--- config.mk ---
export PLATFORM = sky130hd
export DESIGN_NAME = program_loader_flat
export DESIGN_NICKNAME = d
export VERILOG_FILES = /design/src/rtl/program_loader_if.sv /design/src/rtl/program_loader.sv /design/src/flat_wrapper.sv
export SDC_FILE = /design/constraint.sdc
export NUM_CORES = 2
export LEC_CHECK = 0
export ABC_AREA = 1
export CORE_MARGIN = 8
export CORE_UTILIZATION = 33
export DETAILED_ROUTE_END_ITERATION = 7
export PLACE_DENSITY = 0.46
export SETUP_SLACK_MARGIN = 0.3
export SLEW_MARGIN = 10
export SYNTH_ARGS = -nofsm -noshare
export SYNTH_HDL_FRONTEND = slang
export SYNTH_SLANG_ARGS = --single-unit
--- constraint.sdc ---
create_clock -name clk -period 3.4 [get_ports clk]
set_clock_uncertainty 0.15 [all_clocks]
set_input_delay 0.85 -clock clk [delete_from_list [all_inputs] [get_ports clk]]
set_output_delay 0.85 -clock clk [all_outputs]
set_load 0.01 [all_outputs]
--- src/rtl/program_loader_if.sv ---
// Fetch/load bus between the board-side program source and the loader.
// master = program source + processor side, slave = program_loader.
interface program_loader_if #(
    parameter int ADDR_W = 8,
    parameter int DATA_W = 8
);
    logic              load_start;
    logic [DATA_W-1:0] load_data;
    logic              load_valid;
    logic              load_ready;
    logic              load_done;
    logic              run_start;
    logic              run_stop;
    logic [ADDR_W-1:0] pc_addr;
    logic [DATA_W-1:0] instruction;
    logic              cpu_run;
    logic              halted;
    logic [ADDR_W:0]   prog_len;
    logic              overflow;

    modport master (
        output load_start, load_data, load_valid, load_done, run_start, run_stop, pc_addr,
        input  load_ready, instruction, cpu_run, halted, prog_len, overflow
    );

    modport slave (
        input  load_start, load_data, load_valid, load_done, run_start, run_stop, pc_addr,
        output load_ready, instruction, cpu_run, halted, prog_len, overflow
    );
endinterface

--- src/rtl/program_loader.sv ---
// Instruction RAM filled over a valid/ready byte stream, then served to a
// single-cycle core through an asynchronous read while the run FSM allows it.
module program_loader #(
    parameter int DEPTH  = 256,
    parameter int ADDR_W = 8,
    parameter int DATA_W = 8
) (
    input  logic             clk,
    input  logic             RST,
    program_loader_if.slave  bus
);
    localparam int              IDX_W    = (DEPTH > 1) ? $clog2(DEPTH) : 1;
    localparam logic [ADDR_W:0] FULL_LEN = (ADDR_W + 1)'(DEPTH);

    typedef enum logic [1:0] {IDLE, LOAD, RUN, HALT} stateT;

    stateT             state, nextState;
    logic [DATA_W-1:0] mem [DEPTH];
    logic [ADDR_W:0]   progLen;
    logic              overflowQ;
    logic              clrSession, doWrite, setOverflow;
    logic              notFull, pastEnd;

    assign notFull = progLen < FULL_LEN;
    assign pastEnd = {1'b0, bus.pc_addr} >= progLen;

    always_ff @(posedge clk or posedge RST) begin
        if (RST) state <= IDLE;
        else     state <= nextState;
    end

    always_comb begin
        nextState       = state;
        clrSession      = 1'b0;
        doWrite         = 1'b0;
        setOverflow     = 1'b0;
        bus.load_ready  = 1'b0;
        bus.cpu_run     = 1'b0;
        bus.halted      = 1'b0;
        bus.instruction = '0;
        case (state)
            IDLE: begin
                if (bus.load_start) begin
                    nextState  = LOAD;
                    clrSession = 1'b1;
                end else if (bus.run_start && progLen != '0) begin
                    nextState = RUN;
                end
            end
            LOAD: begin
                bus.load_ready = notFull;
                // A restart drops whatever byte is offered on the same edge.
                if (bus.load_start) begin
                    clrSession = 1'b1;
                end else begin
                    doWrite     = bus.load_valid && notFull;
                    setOverflow = bus.load_valid && !notFull;
                    if (bus.load_done) nextState = IDLE;
                end
            end
            RUN: begin
                bus.cpu_run = 1'b1;
                if (!pastEnd) bus.instruction = mem[bus.pc_addr[IDX_W-1:0]];
                if (bus.run_stop)  nextState = IDLE;
                else if (pastEnd)  nextState = HALT;
            end
            HALT: begin
                bus.halted = 1'b1;
                if (bus.load_start) begin
                    nextState  = LOAD;
                    clrSession = 1'b1;
                end else if (bus.run_start) begin
                    nextState = RUN;
                end else if (bus.run_stop) begin
                    nextState = IDLE;
                end
            end
            default: nextState = IDLE;
        endcase
    end

    // progLen doubles as the write pointer: bytes land strictly in order.
    always_ff @(posedge clk or posedge RST) begin
        if (RST) begin
            progLen   <= '0;
            overflowQ <= 1'b0;
        end else if (clrSession) begin
            progLen   <= '0;
            overflowQ <= 1'b0;
        end else begin
            if (doWrite)     progLen   <= progLen + 1'b1;
            if (setOverflow) overflowQ <= 1'b1;
        end
    end

    always_ff @(posedge clk) begin
        if (doWrite) mem[progLen[IDX_W-1:0]] <= bus.load_data;
    end

    assign bus.prog_len = progLen;
    assign bus.overflow = overflowQ;
endmodule

--- src/flat_wrapper.sv ---
// flat-port wrapper written by rule: the top's interface ports become plain ports
module program_loader_flat 
#(
    parameter int DEPTH  = 256,
    parameter int ADDR_W = 8,
    parameter int DATA_W = 8
)
  (clk, RST, bus_load_start, bus_load_data, bus_load_valid, bus_load_done, bus_run_start, bus_run_stop, bus_pc_addr, bus_load_ready, bus_instruction, bus_cpu_run, bus_halted, bus_prog_len, bus_overflow);
  program_loader_if #(.ADDR_W(ADDR_W), .DATA_W(DATA_W)) bus_i ();
  input  logic clk;
  input  logic RST;
  input wire logic [$bits(bus_i.load_start)-1:0] bus_load_start;
  input wire logic [$bits(bus_i.load_data)-1:0] bus_load_data;
  input wire logic [$bits(bus_i.load_valid)-1:0] bus_load_valid;
  input wire logic [$bits(bus_i.load_done)-1:0] bus_load_done;
  input wire logic [$bits(bus_i.run_start)-1:0] bus_run_start;
  input wire logic [$bits(bus_i.run_stop)-1:0] bus_run_stop;
  input wire logic [$bits(bus_i.pc_addr)-1:0] bus_pc_addr;
  output wire logic [$bits(bus_i.load_ready)-1:0] bus_load_ready;
  output wire logic [$bits(bus_i.instruction)-1:0] bus_instruction;
  output wire logic [$bits(bus_i.cpu_run)-1:0] bus_cpu_run;
  output wire logic [$bits(bus_i.halted)-1:0] bus_halted;
  output wire logic [$bits(bus_i.prog_len)-1:0] bus_prog_len;
  output wire logic [$bits(bus_i.overflow)-1:0] bus_overflow;
  assign bus_i.load_start = bus_load_start;
  assign bus_i.load_data = bus_load_data;
  assign bus_i.load_valid = bus_load_valid;
  assign bus_i.load_done = bus_load_done;
  assign bus_i.run_start = bus_run_start;
  assign bus_i.run_stop = bus_run_stop;
  assign bus_i.pc_addr = bus_pc_addr;
  assign bus_load_ready = bus_i.load_ready;
  assign bus_instruction = bus_i.instruction;
  assign bus_cpu_run = bus_i.cpu_run;
  assign bus_halted = bus_i.halted;
  assign bus_prog_len = bus_i.prog_len;
  assign bus_overflow = bus_i.overflow;
  program_loader #(.DEPTH(DEPTH), .ADDR_W(ADDR_W), .DATA_W(DATA_W)) u_core (.clk(clk), .RST(RST), .bus(bus_i));
endmodule
---- Yosys cells after proc, flatten, opt, wreduce, memory -nomap -nowiden ----
Memories as Yosys holds them, arrays and structs flattened.
Cells that the tools add are included.
cells by class
  order comparisons ....................... 2
  equality and inequality tests ........... 8
  reductions and logical operators ........ 10
  multiplexer cells ....................... 27
  $add $sub $neg .......................... 1
operators by type and width
  cell                   count
  $mux W2                9
  $mux W9                2
  $mux W8                2
  $mux W1                13
  $add A9 B1 Y9 const B  1
  $ge A8 B9 Y1           1
  $lt A9 B9 Y1 const B   1
  $reduce_bool A9 Y1     1
  $pmux W2 S4            1
  $ne A3 B2 Y1 const B   2
  $reduce_and A5 Y1      1
  $eq A2 B2 Y1 const B   2
  $ne A2 B2 Y1 const B   2
  $ne A4 B4 Y1 const B   1
  $reduce_bool A2 Y1     2
  $logic_and A1 B1 Y1    3
  $reduce_or A3 Y1       1
  $eq A2 B1 Y1 const B   1
  $logic_not A2 Y1       1
  $logic_not A1 Y1       1
word-level totals
  output and inout bits ................... 21
  bits in registers ....................... 12
  memories kept ........................... 1
  input port bits ......................... 23
  RAM bits ................................ 2048
  logic and storage cells ................. 52
memories
  memory      words  bits a word  read ports  clocked after memory_dff  wr ports  RTL line              text
  u_core.mem  256    8            1           0                         1         program_loader.sv:18  logic [DATA_W-1:0] mem [DEPTH];

---- Logic depth before layout (Yosys ltp) ----
  word-level depth ........................ 7
  gate-level depth with buffers ........... 15
  gate-level depth less buffers ........... 11

---- Worst setup path after synthesis ----
No wires, ideal clock.
  path type ............................... input -> output
  start point ............................. in bus_pc_addr[0]
  end point ............................... out bus_instruction[0]
  arrival time ............................ 2484 ps
  buffers on the path ..................... 4
  slack ................................... -84 ps
  stages on the path ...................... 13
  data required time ...................... 2400 ps
  path through ............................ buf_4 -> inv_6 -> buf_6 -> buf_6 -> buf_4 -> ha_1 -> nand4_1 -> nor2_1 -> nand2_1 -> nand3_1 -> nor2_1 -> nand2_1 -> nor2_1
between the ends
  cells in the longest elaborated chain, start to end .. 3
  elaborated cells on any way between the ends .. 4
  those cells by class .................... order compare: 1; mux: 2; memory: 1
ends and longest elaborated chain
  element                                          RTL line              text
  start: declaration                               flat_wrapper.sv:18    input wire logic [$bits(bus_i.pc_addr)-1:0] bus_pc_addr;
  $mem_v2 Z256 W8 or $ge A8 B9 Y1 (tied branches)  --
  $mux W8 (*)                                      program_loader.sv:63  if (!pastEnd) bus.instruction = mem[bus.pc_addr[IDX_W-1:0]];
  $mux W8 (*)                                      program_loader.sv:41  case (state)
  end: declaration                                 flat_wrapper.sv:20    output wire logic [$bits(bus_i.instruction)-1:0] bus_instruction;
Every way passes the cells marked *; elsewhere a longest branch is shown, timed or not.

---- Worst setup path in the final report ----
  start point ............................. in bus_pc_addr[0]
  end point ............................... out bus_instruction[1]
The elaborated chain is that of the path after synthesis.

==> metrics.txt <==
status=complete, but fails checks; failing checks=setup timing; largest net degree at the start of global routing=just under 90; static leakage=around 37 nW; leading area contributor after synthesis=edfxtp_1; FF-to-FF setup slack=0.42 ns; fraction of layout cells with a size suffix above 1=18.2%; Core Footprint=254000 sq um; dpl hpwl=173000 microns; WP buf/inv=10; die width=521 microns; reg2reg end=u_core.mem[90][7]$_DFFE_PP_; Final Setup Violations=8; grt ovf=0; initial core utilization=33.1%; fin crit period=4.25 ns; clk slew on worst S/H paths=0.06 ns; Max Cap Viol=0; unrepaired setup endpoints after global routing=true; Place WS=-1.65 ns; Clock Sinks=between 2k and 2.5k; vias in the first global route=56.4k; synth unique cells=27; post-route ant nets=0; worst path cell trace=buf_12 -> buf_12 -> clkinv_16 -> buf_16 -> buf_12 -> buf_16 -> buf_8 -> nand2_1 -> nand3_1 -> nand3_1 -> nand3_1 -> nand3_2 -> nand3_2 -> nand3_2 -> buf_6 -> nand3_1 -> nand2_2 -> nor2_4 -> buf_6 -> buf_6; Remaining DRCs=0; WP data required=2.40 ns; Slew Limit Fails=0; most used cell, CP=nand3_1; Ports=44; relative slew slack=between 40% and 50%; post-DR vias/cell=5.09; post-synthesis instance total=roughly 7.1k; Hold Path Class=in -> reg; Critical R2R Launch=u_core.bus.prog_len[0]$_DFFE_PP0P_; maximum clock frequency=~240 MHz; CP startpoint kind=input pin; Final WS setup=-0.851 ns; Post-Route WL=276000 microns; nets=between 7k and 8k; hold path startpoint=bus_load_data[1]; Ys Warns=0; die height=521 microns; Yosys top cell area share=between 70 and 80%; port bufs=43; routed length per instance=around 25 microns; post-layout total power=around 0.056 W; Via Count=around 57k; sequential area share after synthesis=73.5%; ratio of final minimum period to clock period=125%; max incr delay on CP=0.17 ns; r2r worst-path depth=10; Clock Tree Buf Depth=3; Critical Path Fanout Max=6; Post-DP Area=roughly 94000 sq um; Seq cells post-synth=between 2k and 2.5k; die area=between 200000 and 300000 sq um; first-pass GRT wire length=between 400000 and 500000 microns; clk_lat worst skew=roughly 0.87 ns; Peak VDD IR=approximately 0.56 mV; first drt pass iteration count=6; kind of end point of the critical path=primary output; Design Area, Final=approximately 100000 sq um; Syn-to-layout area delta=24.1%; Critical Path Slowest Stage Cell=buf_16; Power per Cell Area=~540 nW/um^2; initial antenna violation count=6; data arrival time of the worst path=about 3.3 ns; H-tree depth=4; hold path cells=1; CP Depth=20; Top Family by Delay on Critical Path=buffers and inverters; CTS Buf Count=around 220; final count of hold timing violations=0; post-synth net total=about 7.1k; synth top area cells=edfxtp_1, nand3_1, nand2_1; clk root buf=clkbuf_16; hold endpoint=u_core.mem[17][1]$_DFFE_PP_; row cnt=roughly 190; Worst-Margin Slew=0.847 ns; Syn Area/Cell=around 12 sq um; Total GRT Usage=19.7%; initial DRC count=between 5k and 6k; GPL Wtd Cong=between 0.8 and 0.9; CTS tree=yes; WS Path Type=in -> out; Post-Syn Area=about 84000 sq um; setup TNS=-6.37 ns
## through the flow
step / hold slack, ns / utilization [%] / cells
after floorplan: 0.347 / - / 7100
after global placement: 0.336 / 37.1 / 10800
after detailed placement: 0.350 / 37.1 / 10800
after CTS: 0.150 / 40.9 / 11200
after global routing: 0.185 / 41.1 / 11200
final: 0.231 / 41.1 / 11200
## cell type report
class                           count  area, sq um
Antenna cell                        1         2.50
Clock buffer                      286         5890
Clock inverter                    128         1270
Fill cell                       23800       150000
Inverter                           53          245
Multi-Input combinational cell   4508        21600
Sequential cell                  2060        61800
Tap cell                         3366         4210
Timing Repair Buffer              841         9400
Timing Repair inverter              1         16.3
## where the power goes
group / internal (W) / switching (W) / total, W
sequential: 0.0279 / 0.0000165 / 0.0280
combinational: 0.00154 / 0.00315 / 0.00470
clock: 0.0135 / 0.0103 / 0.0237
## Yosys cell counts, drive strengths merged
master	count
nor4	1
a22oi	1
buf	378
dfrtp	12
o21ai	10
inv	50
a21oi	11
nand3	2032
a211oi	2
clkbuf	101
ha	12
nand3b	1
nand2	2119
nand4	4
a221oi	1
clkinv	3
nor2	306
nor3	8
edfxtp	2048
## layer usage
metal  track usage, %  vias to the layer above  share of wire (%)
met1             26.8                    28800                 44
met4             6.86                        0                3.7
met5                0                        -                  0
li1                 -                    26500                  -
met3             2.71                      400                5.2
met2             32.6                     1649                 47
## repair_timing
action                                  in CTS  in global routing
pin swaps                                   90                 65
hold endpoints to repair                     0                  0
gates resized for setup                    392                108
hold buffers                                 0                  0
endpoints found under the setup margin      17                  9
gates cloned                                20                  6
setup buffers                               15                  3
## placed cells by master, fill, tap and decap left out, types with 15 or more instances in the layout
cell type and count:
nand3_1 1788, buf_4 570, nand3_2 190, buf_6 34, buf_8 16, clkbuf_16 230, buf_16 28, clkinv_2 30
nand2_4 15, nand2_1 2085, clkinv_1 58, bufinv_16 16, inv_1 43, nor2_1 285, clkbuf_1 57, edfxtp_1 2048
nand3_4 54, nand2_2 19, buf_12 151
## registers in the layout, summed over array words and instances, names as in the netlist
name and cells:
u_core.state 2, u_core.mem 2048, u_core.bus.prog_len 9, u_core.bus.overflow 1
## worst reg2reg max path: cells and delay by family (launching register included)
kind                       cells  cell delay (ns)
adders and majority gates      1             0.20
buffers and inverters          7             1.38
DFF                            1             0.41
and+or+nand+nor                2             0.56
## worst max path at each step
stage / startpoint / end / slack (ns)
finish: bus_pc_addr[0] / bus_instruction[1] / -0.85
global placement: bus_pc_addr[0] / bus_instruction[1] / -1.66
global route: bus_pc_addr[0] / bus_instruction[4] / -0.89
floorplan: bus_pc_addr[0] / bus_instruction[0] / 0.15
detailed placement: bus_pc_addr[0] / bus_instruction[1] / -1.65
CTS: bus_pc_addr[0] / bus_instruction[4] / -0.87
## cells by family (layout without fill, tap and decap cells)
logic type | Yosys count | in the layout | synth area share [%]
buf+inv | 532 | 1309 | 3.19
fa+ha+maj | 12 | 12 | 0.178
other cells | 0 | 1 | 0
simple gates | 4471 | 4471 | 23.0
flops | 2060 | 2060 | 73.5
compound gates | 25 | 25 | 0.162
Note: power is estimated with default switching activity, not from simulation.
